[config.mk]
export PLATFORM = sky130hd
export DESIGN_NAME = reg_cmd_exec
export DESIGN_NICKNAME = d
export VERILOG_FILES = /design/src/rtl/reg_cmd_exec.sv
export SDC_FILE = /design/constraint.sdc
export NUM_CORES = 1
export LEC_CHECK = 0
export BUFFER_PORTS_ARGS = -buffer_cell sky130_fd_sc_hd__buf_2
export CAP_MARGIN = 0
export CORE_MARGIN = 2
export CORE_UTILIZATION = 50
export CTS_CLUSTER_DIAMETER = 50
export DETAILED_ROUTE_END_ITERATION = 10
export PLACE_DENSITY_LB_ADDON = 0.12
export SLEW_MARGIN = 25
export SYNTH_ARGS = -nofsm -noshare
export SYNTH_HDL_FRONTEND = slang
export SYNTH_SLANG_ARGS = --single-unit
[constraint.sdc]
create_clock -name clk -period 3.4 [get_ports clk]
set_clock_uncertainty 0.2 [all_clocks]
set_input_delay 0.34 -clock clk [delete_from_list [all_inputs] [get_ports clk]]
set_output_delay 0.34 -clock clk [all_outputs]
set_load 0.01 [all_outputs]
[src/rtl/reg_cmd_exec.sv]
// Command executor: decodes {op, address, data} words against a small register file
// and answers each executed command on a valid/ready response channel. Optional INCR: REG_CMD_INCR_EN.
module reg_cmd_exec #(
    parameter int unsigned NUM_REGS = 8,
    parameter int unsigned DATA_W   = 16,
    parameter int unsigned ADDR_W   = 8,
    parameter int unsigned OP_W     = 8
) (
    input  logic                            clk,
    input  logic                            reset,
    input  logic                            cmd_valid,
    output logic                            cmd_ready,
    input  logic [OP_W+ADDR_W+DATA_W-1:0]   cmd_word,
    output logic                            rsp_valid,
    input  logic                            rsp_ready,
    output logic [OP_W-1:0]                 rsp_op,
    output logic [DATA_W-1:0]               rsp_data,
    output logic                            rsp_err,
    output logic                            busy
);

    localparam int unsigned IDX_W = (NUM_REGS > 1) ? $clog2(NUM_REGS) : 1;

    localparam logic [1:0] S_IDLE = 2'd0;
    localparam logic [1:0] S_EXEC = 2'd1;
    localparam logic [1:0] S_CLR  = 2'd2;
    localparam logic [1:0] S_RESP = 2'd3;

    localparam logic [OP_W-1:0] OP_WRITE = OP_W'(8'h01);
    localparam logic [OP_W-1:0] OP_READ  = OP_W'(8'h02);
`ifdef REG_CMD_INCR_EN
    localparam logic [OP_W-1:0] OP_INCR  = OP_W'(8'h03);
`endif
    localparam logic [OP_W-1:0] OP_CLEAR = OP_W'(8'h04);
    localparam logic [OP_W-1:0] OP_NOP   = OP_W'(8'hFF);

    logic [1:0]        state, state_n;
    logic [OP_W-1:0]   lat_op, lat_op_n;
    logic [ADDR_W-1:0] lat_addr, lat_addr_n;
    logic [DATA_W-1:0] lat_data, lat_data_n;
    logic [IDX_W-1:0]  walk, walk_n;
    logic              rsp_valid_n, rsp_err_n;
    logic [OP_W-1:0]   rsp_op_n;
    logic [DATA_W-1:0] rsp_data_n;

    logic              wr_en;
    logic [IDX_W-1:0]  wr_idx;
    logic [DATA_W-1:0] wr_data;

    logic [DATA_W-1:0] regs [NUM_REGS];

    logic [OP_W-1:0]   cmd_op;
    logic [ADDR_W-1:0] cmd_addr;
    logic [DATA_W-1:0] cmd_data;
    logic              addr_ok;
    logic [IDX_W-1:0]  lat_idx;

    assign cmd_op   = cmd_word[OP_W+ADDR_W+DATA_W-1 -: OP_W];
    assign cmd_addr = cmd_word[ADDR_W+DATA_W-1 -: ADDR_W];
    assign cmd_data = cmd_word[DATA_W-1:0];
    assign addr_ok  = (lat_addr < ADDR_W'(NUM_REGS));
    assign lat_idx  = lat_addr[IDX_W-1:0];

    // Next-state, response and register-file write decode
    always_comb begin
        state_n     = state;
        lat_op_n    = lat_op;
        lat_addr_n  = lat_addr;
        lat_data_n  = lat_data;
        walk_n      = walk;
        rsp_valid_n = rsp_valid;
        rsp_op_n    = rsp_op;
        rsp_data_n  = rsp_data;
        rsp_err_n   = rsp_err;
        wr_en       = 1'b0;
        wr_idx      = lat_idx;
        wr_data     = '0;

        case (state)
            S_IDLE: begin
                if (cmd_valid && cmd_op != OP_NOP) begin
                    if (cmd_op == OP_CLEAR) begin
                        state_n = S_CLR;
                        walk_n  = '0;
                    end else begin
                        state_n    = S_EXEC;
                        lat_op_n   = cmd_op;
                        lat_addr_n = cmd_addr;
                        lat_data_n = cmd_data;
                    end
                end
            end
            S_EXEC: begin
                state_n     = S_RESP;
                rsp_valid_n = 1'b1;
                rsp_op_n    = lat_op;
                rsp_data_n  = '0;
                rsp_err_n   = 1'b1;
                case (lat_op)
                    OP_WRITE: if (addr_ok) begin
                        wr_en      = 1'b1;
                        wr_data    = lat_data;
                        rsp_data_n = lat_data;
                        rsp_err_n  = 1'b0;
                    end
                    OP_READ: if (addr_ok) begin
                        rsp_data_n = regs[lat_idx];
                        rsp_err_n  = 1'b0;
                    end
`ifdef REG_CMD_INCR_EN
                    // Wraps modulo 2^DATA_W; the carry is dropped
                    OP_INCR: if (addr_ok) begin
                        wr_en      = 1'b1;
                        wr_data    = regs[lat_idx] + lat_data;
                        rsp_data_n = wr_data;
                        rsp_err_n  = 1'b0;
                    end
`endif
                    default: ;
                endcase
            end
            S_CLR: begin
                wr_en   = 1'b1;
                wr_idx  = walk;
                wr_data = '0;
                walk_n  = walk + IDX_W'(1);
                if (walk == IDX_W'(NUM_REGS - 1)) begin
                    state_n     = S_RESP;
                    rsp_valid_n = 1'b1;
                    rsp_op_n    = OP_CLEAR;
                    rsp_data_n  = '0;
                    rsp_err_n   = 1'b0;
                end
            end
            default: begin
                if (rsp_ready) begin
                    state_n     = S_IDLE;
                    rsp_valid_n = 1'b0;
                end
            end
        endcase
    end

    // State, registered outputs and register file
    always_ff @(posedge clk) begin
        if (reset) begin
            state     <= S_IDLE;
            lat_op    <= '0;
            lat_addr  <= '0;
            lat_data  <= '0;
            walk      <= '0;
            cmd_ready <= 1'b1;
            busy      <= 1'b0;
            rsp_valid <= 1'b0;
            rsp_op    <= '0;
            rsp_data  <= '0;
            rsp_err   <= 1'b0;
            for (int i = 0; i < int'(NUM_REGS); i++) regs[i] <= '0;
        end else begin
            state     <= state_n;
            lat_op    <= lat_op_n;
            lat_addr  <= lat_addr_n;
            lat_data  <= lat_data_n;
            walk      <= walk_n;
            cmd_ready <= (state_n == S_IDLE);
            busy      <= (state_n != S_IDLE);
            rsp_valid <= rsp_valid_n;
            rsp_op    <= rsp_op_n;
            rsp_data  <= rsp_data_n;
            rsp_err   <= rsp_err_n;
            if (wr_en) regs[wr_idx] <= wr_data;
        end
    end

endmodule

-- Yosys cells after proc, flatten, opt, wreduce, memory -nomap -nowiden
Memory sizes are Yosys's and may differ from the RTL's. A register that Yosys moved wholly into a read port is not among the register bits.
Cells that the tools add are included.
- register bits: 65
- RAM bits: 128
- logic and storage cells: 77
- memories kept: 1
- memory list (memory ; depth ; bits a word ; rd ports ; clocked after memory_dff ; write ports ; line ; text):
    regs ; 8 ; 16 ; 1 ; 1 ; 8 ; 50 ; logic [DATA_W-1:0] regs [NUM_REGS];
- add/sub/neg operators: 1
- $lt $le $gt $ge: 1
- equal/unequal tests: 10
- mux-type cells: 38
- bitwise gates (word level): 2
- reductions and logical operators: 13
- operators by type and width (cell ; count):
    $mux W16 ; 6
    $pmux W16 S2 ; 2
    $mux W3 ; 6
    $pmux W8 S2 ; 1
    $reduce_or A16 Y1 ; 1
    $mux W1 ; 13
    $reduce_and A3 Y1 ; 3
    $eq A8 B1 Y1 const B ; 1
    $eq A8 B2 Y1 const B ; 1
    $eq A8 B3 Y1 const B ; 1
    $lt A8 B4 Y1 const B ; 1
    $mux W2 ; 4
    $mux W8 ; 1
    $ne A8 B8 Y1 const B ; 1
    $ne A2 B2 Y1 const B ; 3
    $pmux W2 S3 ; 1
    $pmux W3 S2 ; 1
    $reduce_bool A2 Y1 ; 3
    $logic_not A2 Y1 ; 2
    $pmux W1 S2 ; 2
    $add A3 B1 Y3 const B ; 1
    $eq A3 B3 Y1 const B ; 1
    $pmux W1 S3 ; 1
    $reduce_bool A3 Y1 ; 1
    6 further kinds ; 7

-- Longest topological paths before layout
- word-level depth: 9
- gate-level depth with buffers: 9

-- Least setup slack after synthesis
OpenSTA, ideal clock, no wires.
- kind: flip-flop to flip-flop
- start point: register state[0]
- end point: memory regs[1][0], enable pin
- library setup time: 0.375 ns
- data arrival time: 1.876 ns
- required time: 2.825 ns
- setup slack: 0.950 ns
- stages on the path, launching flop included: 8
- buffers on the path: 1
- cell sequence: dfxtp_1 > inv_1 > ha_1 > buf_2 > or2_2 > o22ai_4 > nand2_2 > nand2b_1
- RTL lines (element ; line ; text):
    from (decl) ; 37 ; logic [1:0] state, state_n;
    from (signal assigned) ; 160 ; state <= state_n;
    to (decl) ; 50 ;

==> flow_summary.json <==
{
  "r2r_cells": 8,
  "worstPathMaxFanout": 17,
  "antenna_left": 0,
  "rr_startpoint": "state[0]",
  "min_to": "state[0]",
  "finalPower_mw": 5.824,
  "async_flop_share": 0,
  "reg2reg_slack_ps": 550,
  "ioPinCount": 64,
  "finalHoldViolCount": 0,
  "regArea_um2": 5207,
  "cts-buffers-inserted": 17,
  "post_cts_buffers": 0,
  "ir_drop_uv": 367.4,
  "syn_avg_cell_area_um2": 12.20,
  "ys_seq_area_frac": 0.6286,
  "final_core_util": 0.5925,
  "hp-class": "in -> reg",
  "gp_congestion": 0.8419,
  "ys_seq_elements": 196,
  "run_status": "complete, no violations",
  "totalWireLength_um": 20260,
  "cp.required_ps": 3340,
  "synth_edf_count": 128,
  "final_nets": 820,
  "maxCapViolCount": 0,
  "grt_pass1_wl_um": 31680,
  "track_usage": 0.2404,
  "placed_cells": 947,
  "cts_tree": "yes",
  "synth_area_leader_cell": "edfxtp_1",
  "syn2layout_area_growth_pct": 17.41,
  "fill_cells": 1324,
  "detail_route.first_pass.iterations": 4,
  "switching_share": 0.2816,
  "die_w_um": 132.7,
  "combPwrFrac": 0.183,
  "drt_iter0_drc": 519,
  "row_count": 47,
  "setup-tns-final_ps": 0,
  "p_per_area_nw_per_um2": 599.0,
  "n_antenna_cell": 0,
  "num_vias": 5646,
  "via_per_inst": 5.585,
  "yosysWarnings": 0,
  "io_buffers": 63,
  "cts-root-buf": "clkbuf_16",
  "ys_types": 47,
  "ys.flop_type": "edfxtp_1",
  "syn_nets": 721,
  "drive_above_1_share": 0.2314,
  "die_area_um2": 17610,
  "holdPathStages": 3,
  "slew_violations": 0,
  "arrival_ps": 2790,
  "clock_latency_ps": 430,
  "yosysTopAreaCellShare": 0.4642,
  "path_class": "reg -> reg",
  "p_leak_nw": 3.419,
  "grt_max_degree": 59,
  "wire_per_inst_um": 20.04,
  "seq_power_share": 0.488,
  "syn_inst": 679,
  "whs_ps": 102.3,
  "coreArea_um2": 16410,
  "instances_no_fill": 1011,
  "grt_overflow": 0,
  "netlist_area_um2": 8280,
  "min_period_ps": 2850,
  "worst_pin_slew_ps": 891.6,
  "p_int_mw": 4.184,
  "p_sw_mw": 1.640,
  "period_share": 0.8381,
  "critPathLaunchType": "flop",
  "grt_pass1_vias": 5607,
  "initial_core_util": 0.5047,
  "worstHoldStart": "rsp_ready",
  "clk_pin_slew_worst_paths_ps": 70,
  "r2r_end": "regs[6][13]",
  "cp-end-kind": "flop",
  "multi_input_area_um2": 2824,
  "dp_hpwl_um": 14120,
  "drcViolationCount": 0,
  "max_freq_mhz": 350.9,
  "slew_headroom": 0.4040,
  "clock_power_share": 0.329,
  "setup_viol": 0,
  "cts.htree.levels": 4,
  "clock_path_buffers": 2,
  "dieHeight_um": 132.7,
  "grt_antenna_before_repair": 0,
  "synth_area_leaders": "edfxtp_1, dfxtp_1, mux4_2",
  "cts_sinks": 196,
  "grt_setup_unrepaired": "no"
}
==> routing by layer <==
metal	global-route usage	wire [um]
met3	0.04061	954
met1	0.3281	8825
met2	0.3987	10130
met4	0.07288	350
met5	0	0
==> sequential cells by signal, indices dropped and copies added (netlist names), named ones only <==
register and flops:
busy 1, cmd_ready 1, lat_addr 8, lat_data 16, lat_op 8, regs 128, rsp_data 16, rsp_err 1
rsp_op 8, rsp_valid 1, state 2, walk 3
==> critical path, cell delays in order (launching register included) <==
cell      delay [ps]
dfxtp_1          420
inv_1            100
ha_1             360
inv_1            430
nand2_1          170
o21ai_4          250
nand2_2          250
nand2b_1         180
buf_4            190
==> what timing repair did <==
| action | 4_1_cts | 5_1_grt |
|---|---|---|
| endpoints found under the hold margin | 35 | 0 |
| hold buffers | 32 | 0 |
| gates resized for setup | 0 | 0 |
==> area by class of cell <==
class                      count  share of cell area
timing repair buffer         121             0.08546
tap                          220             0.02831
sequential                   196              0.5356
clock inverter                12            0.009395
multi-input combinational    438              0.2905
inverter                       4            0.001544
clock buffer                  20             0.04916
==> cells by family after synthesis <==
| kind of cell | share of synthesized area |
|---|---|
| AND/OR/NAND/NOR | 0.1520 |
| multiplexers | 0.1114 |
| adder cells (fa/ha/maj) | 0.009066 |
| buffers and inverters | 0.03052 |
| AO/OA/AOI/OAI | 0.06740 |
| flip-flops | 0.6286 |
| XOR/XNOR | 0.001058 |
==> power groups by stage <==
stage	registers [mW]	logic, mW	clock network (mW)
floorplan	2.85	0.753	0
global placement	2.89	1.02	0
detailed placement	2.89	1.04	0
CTS	2.84	1.07	1.94
global route	2.86	1.17	2.04
finish	2.84	1.06	1.92
==> cell usage in the layout, fill, tap and decap left out, types with 2 or more instances in the layout <==
| cell type | n |
|---|---|
| dlygate4sd3_1 | 32 |
| inv_6 | 3 |
| ha_1 | 6 |
| mux4_2 | 32 |
| buf_4 | 26 |
| a21oi_1 | 45 |
| inv_4 | 2 |
| clkbuf_8 | 2 |
| clkinv_4 | 4 |
| inv_1 | 4 |
| a22o_1 | 2 |
| nor3_1 | 4 |
| and3_1 | 2 |
| or2_2 | 2 |
| dfxtp_1 | 66 |
| nor2b_1 | 4 |
| nand4_1 | 2 |
| edfxtp_1 | 128 |
| nand2b_1 | 11 |
| nand2_1 | 82 |
| clkinv_2 | 2 |
| dfxtp_2 | 2 |
| nor4b_1 | 2 |
| nand2_2 | 18 |
| a22oi_1 | 16 |
| mux2i_1 | 19 |
| nor2_1 | 141 |
| nand3_1 | 9 |
| buf_2 | 63 |
| o21ai_0 | 18 |
| clkbuf_16 | 18 |
| nor4_2 | 2 |
==> through the flow <==
stage	area, um^2	setup slack [ps]
final	9722	550.3
after global routing	9722	313.5
after CTS	9721	560.8
after detailed placement	8831	568.4
after global placement	8830	677.8
after floorplan	8280	949.7
==> worst max path at each step <==
| stage | startpoint | to | slack (ps) | cells past startpoint |
|---|---|---|---|---|
| final | state[0] | regs[6][13] | 550 | 8 |
| after global routing | state[0] | regs[6][15] | 310 | 8 |
| after CTS | state[0] | regs[2][14] | 560 | 8 |
| after detailed placement | state[0] | regs[2][14] | 570 | 8 |
| after global placement | state[0] | regs[2][6] | 680 | 8 |
| after floorplan | state[0] | regs[1][0] | 950 | 7 |
==> Yosys cell counts, types with 2 or more instances <==
cell type and count:
a21oi_1 45, a22o_1 2, a22oi_1 16, and3_1 3
buf_2 9, buf_6 9, clkbuf_1 21, dfxtp_1 68
edfxtp_1 128, ha_1 6, inv_1 4, mux2i_1 19
mux4_2 32, nand2_1 82, nand2_2 18, nand2b_1 11
nand3_1 9, nand4_1 2, nor2_1 141, nor2b_1 4
nor3_1 4, nor4_2 2, nor4b_1 2, o21ai_0 18
or2_2 2
(Power assumes the default switching activity.)
